## src/rtl/adder_pkg.sv

```systemverilog
// rtl/adder_pkg.sv - shared constants and state type for the bit-serial adder
package adder_pkg;

    localparam int DEFAULT_WIDTH = 8;

    localparam logic [1:0] ST_IDLE  = 2'd0;
    localparam logic [1:0] ST_SHIFT = 2'd1;
    localparam logic [1:0] ST_HOLD  = 2'd2;

    typedef enum logic [1:0] {
        S_IDLE  = ST_IDLE,
        S_SHIFT = ST_SHIFT,
        S_HOLD  = ST_HOLD
    } state_t;

endpackage

```

## src/rtl/serial_adder_ctrl_if.sv

```systemverilog
// rtl/serial_adder_ctrl_if.sv - operand and result handshakes of the serial adder
interface serial_adder_ctrl_if
    import adder_pkg::*;
#(
    parameter int WIDTH = DEFAULT_WIDTH
);
    logic             in_valid;
    logic             in_ready;
    logic [WIDTH-1:0] op_a;
    logic [WIDTH-1:0] op_b;
    logic             cin;
    logic             sub;
    logic             out_valid;
    logic             out_ready;
    logic [WIDTH-1:0] sum;
    logic             cout;
    logic             ovf;

    modport master (
        output in_valid, op_a, op_b, cin, sub, out_ready,
        input  in_ready, out_valid, sum, cout, ovf
    );

    modport slave (
        input  in_valid, op_a, op_b, cin, sub, out_ready,
        output in_ready, out_valid, sum, cout, ovf
    );
endinterface

```

## src/rtl/full_adder_cell.sv

```systemverilog
// rtl/full_adder_cell.sv - single-bit combinational full adder
module full_adder_cell (
    input  logic a,
    input  logic b,
    input  logic cin,
    output logic sum,
    output logic cout
);
    assign sum  = a ^ b ^ cin;
    assign cout = (a & b) | (cin & (a ^ b));
endmodule

```

## src/rtl/serial_adder_ctrl.sv

```systemverilog
// rtl/serial_adder_ctrl.sv - bit-serial add/subtract sequencer, one bit per clock LSB first
module serial_adder_ctrl
    import adder_pkg::*;
#(
    parameter int WIDTH = DEFAULT_WIDTH
) (
    input  logic               clk,
    input  logic               rst_n,
    serial_adder_ctrl_if.slave bus
);
    localparam int            CW         = $clog2(WIDTH);
    localparam logic [CW-1:0] CNT_MSB_IN = CW'(WIDTH - 2);
    localparam logic [CW-1:0] CNT_LAST   = CW'(WIDTH - 1);

    state_t           state;
    logic             in_ready_q;
    logic             out_valid_q;
    logic [WIDTH-1:0] a_q;
    logic [WIDTH-1:0] b_q;
    logic [WIDTH-1:0] sum_q;
    logic             carry;
    logic             carry_msb_in;
    logic             cout_q;
    logic             ovf_q;
    logic [CW-1:0]    cnt;
    logic             s_bit;
    logic             c_bit;

    full_adder_cell u_cell (
        .a    (a_q[0]),
        .b    (b_q[0]),
        .cin  (carry),
        .sum  (s_bit),
        .cout (c_bit)
    );

    always_ff @(posedge clk) begin
        if (!rst_n) begin
            state        <= S_IDLE;
            in_ready_q   <= 1'b1;
            out_valid_q  <= 1'b0;
            a_q          <= '0;
            b_q          <= '0;
            sum_q        <= '0;
            carry        <= 1'b0;
            carry_msb_in <= 1'b0;
            cout_q       <= 1'b0;
            ovf_q        <= 1'b0;
            cnt          <= '0;
        end else begin
            case (state)
                S_IDLE: begin
                    if (bus.in_valid) begin
                        // Subtraction is A + ~B + 1, so invert B and force the carry in here.
                        a_q        <= bus.op_a;
                        b_q        <= bus.sub ? ~bus.op_b : bus.op_b;
                        carry      <= bus.sub ? 1'b1 : bus.cin;
                        cnt        <= '0;
                        in_ready_q <= 1'b0;
                        state      <= S_SHIFT;
                    end
                end
                S_SHIFT: begin
                    sum_q <= {s_bit, sum_q[WIDTH-1:1]};
                    carry <= c_bit;
                    a_q   <= a_q >> 1;
                    b_q   <= b_q >> 1;
                    cnt   <= cnt + 1'b1;
                    if (cnt == CNT_MSB_IN) begin
                        carry_msb_in <= c_bit;
                    end
                    if (cnt == CNT_LAST) begin
                        cout_q      <= c_bit;
                        ovf_q       <= carry_msb_in ^ c_bit;
                        out_valid_q <= 1'b1;
                        state       <= S_HOLD;
                    end
                end
                S_HOLD: begin
                    if (bus.out_ready) begin
                        out_valid_q <= 1'b0;
                        in_ready_q  <= 1'b1;
                        state       <= S_IDLE;
                    end
                end
                default: begin
                    out_valid_q <= 1'b0;
                    in_ready_q  <= 1'b1;
                    state       <= S_IDLE;
                end
            endcase
        end
    end

    assign bus.in_ready  = in_ready_q;
    assign bus.out_valid = out_valid_q;
    assign bus.sum       = sum_q;
    assign bus.cout      = cout_q;
    assign bus.ovf       = ovf_q;
endmodule
```

## src/flat_wrapper.sv

```systemverilog
// flat-port wrapper written by rule: the top's interface ports become plain ports
module serial_adder_ctrl_flat import adder_pkg::*;
#(
    parameter int WIDTH = DEFAULT_WIDTH
)
  (clk, rst_n, bus_in_valid, bus_op_a, bus_op_b, bus_cin, bus_sub, bus_out_ready, bus_in_ready, bus_out_valid, bus_sum, bus_cout, bus_ovf);
  serial_adder_ctrl_if #(.WIDTH(WIDTH)) bus_i ();
  input  logic clk;
  input  logic rst_n;
  input wire logic [$bits(bus_i.in_valid)-1:0] bus_in_valid;
  input wire logic [$bits(bus_i.op_a)-1:0] bus_op_a;
  input wire logic [$bits(bus_i.op_b)-1:0] bus_op_b;
  input wire logic [$bits(bus_i.cin)-1:0] bus_cin;
  input wire logic [$bits(bus_i.sub)-1:0] bus_sub;
  input wire logic [$bits(bus_i.out_ready)-1:0] bus_out_ready;
  output wire logic [$bits(bus_i.in_ready)-1:0] bus_in_ready;
  output wire logic [$bits(bus_i.out_valid)-1:0] bus_out_valid;
  output wire logic [$bits(bus_i.sum)-1:0] bus_sum;
  output wire logic [$bits(bus_i.cout)-1:0] bus_cout;
  output wire logic [$bits(bus_i.ovf)-1:0] bus_ovf;
  assign bus_i.in_valid = bus_in_valid;
  assign bus_i.op_a = bus_op_a;
  assign bus_i.op_b = bus_op_b;
  assign bus_i.cin = bus_cin;
  assign bus_i.sub = bus_sub;
  assign bus_i.out_ready = bus_out_ready;
  assign bus_in_ready = bus_i.in_ready;
  assign bus_out_valid = bus_i.out_valid;
  assign bus_sum = bus_i.sum;
  assign bus_cout = bus_i.cout;
  assign bus_ovf = bus_i.ovf;
  serial_adder_ctrl #(.WIDTH(WIDTH)) u_core (.clk(clk), .rst_n(rst_n), .bus(bus_i));
endmodule
```

## config.mk

```make
export PLATFORM = sky130hd
export DESIGN_NAME = serial_adder_ctrl_flat
export DESIGN_NICKNAME = d
export VERILOG_FILES = /design/src/rtl/adder_pkg.sv /design/src/rtl/serial_adder_ctrl_if.sv /design/src/rtl/full_adder_cell.sv /design/src/rtl/serial_adder_ctrl.sv /design/src/flat_wrapper.sv
export SDC_FILE = /design/constraint.sdc
export NUM_CORES = 1
export LEC_CHECK = 0
export BUFFER_PORTS_ARGS = -buffer_cell sky130_fd_sc_hd__buf_2
export CORE_MARGIN = 2
export CORE_UTILIZATION = 45
export CTS_BUF_LIST = sky130_fd_sc_hd__clkbuf_8
export CTS_CLUSTER_SIZE = 14
export DETAILED_ROUTE_END_ITERATION = 7
export HOLD_SLACK_MARGIN = 0.08
export MAX_ROUTING_LAYER = met4
export PLACE_DENSITY = 0.68
export SYNTH_ARGS = -nofsm -noshare
export SYNTH_HDL_FRONTEND = slang
export SYNTH_SLANG_ARGS = --single-unit
```

## constraint.sdc

```tcl
create_clock -name clk -period 1.7 [get_ports clk]
set_clock_uncertainty 0.15 [all_clocks]
set_input_delay 0.34 -clock clk [delete_from_list [all_inputs] [get_ports clk]]
set_output_delay 0.34 -clock clk [all_outputs]
set_load 0.02 [all_outputs]
```

; After elaboration in Yosys (flattened, before gate mapping)
; Cells that the tools add are included.
[classes]
mux = 20
reduce_logical = 8
add_sub_neg = 1
eq_ne = 7
bitwise_logic = 9
[op_table]
columns = cell, count
row1 = 8-bit one-hot mux with 2 select lines, 2
row2 = 8-bit 2-to-1 mux, 3
row3 = 3-bit AND reduction, 3
row4 = 8-bit NOT, 1
row5 = 3-bit == test (second input constant), 2
row6 = 1-bit 2-to-1 mux, 6
row7 = 2-bit 2-to-1 mux, 3
row8 = 1-bit one-hot mux with 3 select lines, 2
row9 = 2-bit one-hot mux with 3 select lines, 1
row10 = 3-bit one-hot mux with 2 select lines, 1
row11 = 2-bit AND reduction, 3
row12 = 2-bit != test (second input constant), 2
row13 = 3-bit by 1-bit adder with 3-bit output (second input constant), 1
row14 = 3-bit 2-to-1 mux, 1
row15 = 1-bit bitwise XOR, 3
row16 = 1-bit bitwise AND, 2
row17 = 2-bit by 1-bit == test with 1-bit output (second input constant), 1
row18 = 2-bit == test (second input constant), 1
row19 = 2-bit zero test, 1
row20 = 2-bit by 1-bit != test with 1-bit output (second input constant), 1
row21 = 1-bit NOT, 2
row22 = 1-bit one-hot mux with 2 select lines, 1
row23 = 2-bit nonzero test, 1
row24 = 1-bit OR, 1
[word_totals]
in_bits = 22
output_inout_bits = 12
ff_bits = 35

; Logic depth before layout (Yosys ltp)
[depth]
word_depth = 4
depth_mapped = 5
depth_no_buf = 5

; Hierarchy
; A second synthesis with hierarchy kept.
[hier_totals]
hier_cells = 171
area_unflattened_um2 = 1560.2
[modules_own_cells]
columns = module, area_each_um2, instances, cells_each
row1 = serial_adder_ctrl, 1540.2, 1, 170
row2 = full_adder_cell, 20.0, 1, 1

; Worst setup path after synthesis
; Ideal clock, no wire load.
[synth_timing]
path_kind = reg2reg
from = register u_core.a_q[0]
to = register u_core.ovf_q, in the netlist u_core.bus.ovf
required_time_ps = 1459
period_less_slack_ps = 1385
stages_incl_launch_ff = 4
slack_ps = 315
path_buffers = 0
arrival_time_ps = 1144
cell_sequence = dfxtp_1 -> fa_1 -> xnor2_1 -> a311oi_1
[synth_via]
elab_chain_cells = 4
[synth_rtl]
columns = item, line_no
row1 = "start, declared", serial_adder_ctrl.sv:18  ; logic [WIDTH-1:0] a_q;
row2 = "start signal, assigned", serial_adder_ctrl.sv:55  ; a_q <= bus.op_a;
row3 = "start signal, assigned", serial_adder_ctrl.sv:66  ; a_q <= a_q >> 1;
row4 = 1-bit bitwise XOR, full_adder_cell.sv:10  ; assign cout = (a & b) | (cin & (a ^ b));
row5 = 1-bit bitwise AND, full_adder_cell.sv:10
row6 = 1-bit OR *, full_adder_cell.sv:10
row7 = via u_core.c_bit, serial_adder_ctrl.sv:27  ; logic c_bit;
row8 = 1-bit bitwise XOR *, serial_adder_ctrl.sv:74  ; ovf_q <= carry_msb_in ^ c_bit;
row9 = "end signal, assigned", serial_adder_ctrl.sv:74
row10 = "end, declared", serial_adder_ctrl.sv:24  ; logic ovf_q;
; The timed path passes the listed nets; every way through them passes the cells marked *.
; A chain may end at the register's enable or synchronous reset.

; Final worst setup path
[layout_timing]
from = register u_core.state[0]
to = register u_core.sum_q[4], in the netlist u_core.bus.sum[4]
[layout_via]
elab_chain_cells = 1
[layout_rtl]
columns = item, line_no
row1 = "start, declared", serial_adder_ctrl.sv:15  ; state_t state;
row2 = "start signal, assigned", serial_adder_ctrl.sv:39  ; state <= S_IDLE;
row3 = "start signal, assigned", serial_adder_ctrl.sv:60  ; state <= S_SHIFT;
row4 = "start signal, assigned", serial_adder_ctrl.sv:76  ; state <= S_HOLD;
row5 = 2-bit by 1-bit == test with 1-bit output, serial_adder_ctrl.sv:51  ; case (state)
row6 = "end signal, assigned", serial_adder_ctrl.sv:64  ; sum_q <= {s_bit, sum_q[WIDTH-1:1]};
row7 = "end, declared", serial_adder_ctrl.sv:20  ; logic [WIDTH-1:0] sum_q;
; Every way passes these cells.

==> metrics.md <==
| Metric | Value |
|---|---|
| Port bufs | `33` |
| Setup crit end | `u_core.bus.sum[4]` |
| Largest family of logic cells by synthesized area | `compound AO/OA/AOI/OAI gates` |
| Overall die height | `62.3 microns` |
| Crit Path Class | `register to register` |
| Status | `finished clean` |
| H-tree levels | `2` |
| Layout cells sized above 1 | `0.267` |
| Antenna violations before repair | `0` |
| Fin Setup TNS | `0 ns` |
| Post-route DRC | `0` |
| # diodes | `0` |
| Final #Nets | `235` |
| Final Worst Setup Slack | `0.207 ns` |
| Achievable Freq | `670 MHz` |
| CP Capture Type | `register` |
| Slew margin rel. | `0.559` |
| Final setup vio count | `0` |
| Min Tclk post-route | `1.49 ns` |
| Leakage dissipation | `0.000770 uW` |
| Gpl congestion | `0.754` |
| Synth Area per Inst | `8.85 sq um` |
| Fillers | `between 300 and 400` |
| Iteration-0 DRC Markers | `61` |
| Maximum clock insertion buffer count | `2` |
| Seq/Total Area, Yosys | `0.458` |
| Mux share of post-synthesis cell area | `0.00654` |
| Final WL | `3290 microns` |
| CTS tree | `yes` |
| CTS Buf Count | `5` |
| CP Launch Point | `u_core.state[0]` |
| Die span in x | `62.3 microns` |
| FF+latch count, synth | `35` |
| Routed met1 length | `1500 microns` |
| Slew at the pin closest to its max-slew limit | `0.660 ns` |
| Commonest non-fill, non-tap cell in the layout | `dfxtp_1` |
| Period utilization | `0.878` |
| I/O pins | `34` |
| Max-cap violation count | `0` |
| Metal2 WL | `approximately 1600 microns` |
| Clock Tree Root | `clkbuf_8` |
| Area share of and/or/nand/nor cells after synthesis | `0.167` |
| Worst EP required | `roughly 1.8 ns` |
| Most frequent cells in the layout | `dfxtp_1 (35), buf_2 (33), a21oi_1 (21), nand2_1 (20), nor2_1 (18)` |
| Critical R2R Launch | `u_core.state[0]` |
| Mean number of vias per cell | `5.20` |
| First-pass GRT wire length | `approximately 5500 microns` |
| Multi-input gate area | `764 sq um` |
| Area grow syn2layout | `20.4%` |
| Post-CTS setup-driven buffer insertion count | `0` |
| Post-CTS Resized | `0` |
| FP Rows | `21` |
| Startpoint Class | `register` |
| Yosys Warn Count | `0` |
| R2R depth | `5` |
| Compound-Gate Fraction of Synth Area | `0.237` |
| Top Metal Used | `met4` |
| # clock sinks | `35` |
| Drt wl/cell | `12.8 microns` |
| Met3 wire length | `around 160 microns` |
| Gr usage total | `0.179` |
| Worst vdd ir | `0.504 mV` |
| Core Box Area | `3310 sq um` |
| Clock transition at path regs | `0.07 ns` |
| Worst-Skew Late Latency | `approximately 0.28 ns` |
| Hold Fails Final Rpt | `0` |
| Drt first pass iters | `4` |
| Starting Density | `0.463` |
| Vias | `approximately 1,300` |
| Cell variety after synth | `26` |
| Hold buffer count at CTS | `0` |
| Final ANT Viol Nets | `0` |
| Register area | `701 sq um` |
| CP max FO | `14` |
| RSZ-0062 raised after global routing | `false` |
| Reg2reg setup slack | `0.21 ns` |
| Worst Path Arrival | `1.55 ns` |
| Post-Synth XOR/XNOR Area | `0.0515` |
| Post-Synth Adder-Cell Area | `0.0376` |
| Global route overflow | `0` |
| Gate count after technology mapping | `173` |
| PD cells | `928 nW/um^2` |
| Mapped Area | `1530 sq um` |
| Largest net degree at the start of global routing | `24` |
| Vias in the first global route | `1,319` |
| Syn nets | `199` |
| Hold WC Path Type | `input pin to register` |
| DP Wirelength | `around 2400 microns` |
| R2r endpoint | `u_core.bus.sum[4]` |
| Die area | `3890 sq um` |
| Final Slew Violations | `0` |
| Post-Place Worst Slack | `around 0.21 ns` |
critical path, stage by stage, from the launching register on:
cell and delay, ns:
dfxtp_1 0.47, nor2b_1 0.22, buf_4 0.22, buf_4 0.17, nand2_1 0.06, a21oi_1 0.13
area by class of cell:
cell class	instances	area share
clock buffers	5	0.0373
multi-input cells	123	0.415
flip-flops and latches	35	0.380
repair buffers	41	0.122
inverters	3	0.00611
well taps	46	0.0312
clock inverters	3	0.00882
registers in the layout (all words and copies together) (netlist names):
signal / flops
u_core.cnt: 3
u_core.bus.ovf: 1
u_core.b_q: 8
u_core.bus.cout: 1
u_core.bus.in_ready: 1
u_core.bus.sum: 8
u_core.carry_msb_in: 1
u_core.a_q: 8
u_core.carry: 1
u_core.state: 2
u_core.bus.out_valid: 1
power breakdown:
group	leakage [uW]	switching (uW)	total, uW	internal (uW)
Sequential	0.000286	30.0	895	865
Clock	0.0000453	293	573	280
Combinational	0.000439	128	243	114
routing by layer:
| metal | up-vias | GRT usage |
|---|---|---|
| met1 | 620 | 0.207 |
| met3 | 4 | 0.0399 |
| met4 | 0 | 0.0667 |
| li1 | 679 | - |
| met2 | 29 | 0.307 |
| met5 | - | - |
worst min-delay path by stage:
stage	startpoint	endpoint	depth (start not counted)
3_3_place_gp	u_core.bus.sum[0]	u_core.bus.sum[0]	2
5_1_grt	bus_op_a[7]	u_core.a_q[7]	3
6_report	bus_op_a[7]	u_core.a_q[7]	3
4_1_cts	bus_op_a[7]	u_core.a_q[7]	3
3_5_place_dp	u_core.bus.sum[0]	u_core.bus.sum[0]	2
2_1_floorplan	u_core.b_q[5]	u_core.b_q[5]	2
kinds of logic (layout without fill, tap and decap cells):
group | count (synthesis) | after routing
AOI/OAI and AO/OA | 53 | 53
adders and majority gates | 4 | 4
buffers and inverters | 15 | 52
muxes | 1 | 1
xor gates and xnor gates | 9 | 9
DFF | 35 | 35
and+or+nand+nor | 56 | 56
stage by stage:
step                       util  hold WS (ns)  instances  cell area [sq um]  power, uW
after floorplan               -         0.304        173               1530       1080
after global placement    0.531         0.295        248               1760       1140
after detailed placement  0.531         0.310        248               1760       1160
after CTS                 0.557         0.149        256               1840       1720
after global routing      0.557         0.176        256               1840       1780
final                     0.557         0.150        256               1840       1710
synth_stat cells:
master     number  area (sq um)
ha_1            3          37.5
mux2i_1         1          10.0
a21oi_1        21           105
a311oi_1        1          8.76
nand2b_1        3          18.8
xnor2_1         8          70.1
o221ai_1        2          17.5
nand3_1         4          20.0
o21bai_1        1          7.51
nand2_1        20          75.1
o221a_2         7          78.8
nor2b_1         8          50.1
clkbuf_1        4          15.0
xor2_1          1          8.76
fa_1            1          20.0
dfxtp_1        35           701
nor2_1         18          67.6
a22oi_1         9          67.6
o22ai_1         5          31.3
nor3b_2         1          12.5
inv_1           3          11.3
buf_2           8          40.0
o21ai_0         4          20.0
nand4_1         1          6.26
nor3_1          1          5.00
a2bb2oi_1       3          26.3
Power figures use the tool's default switching activity.
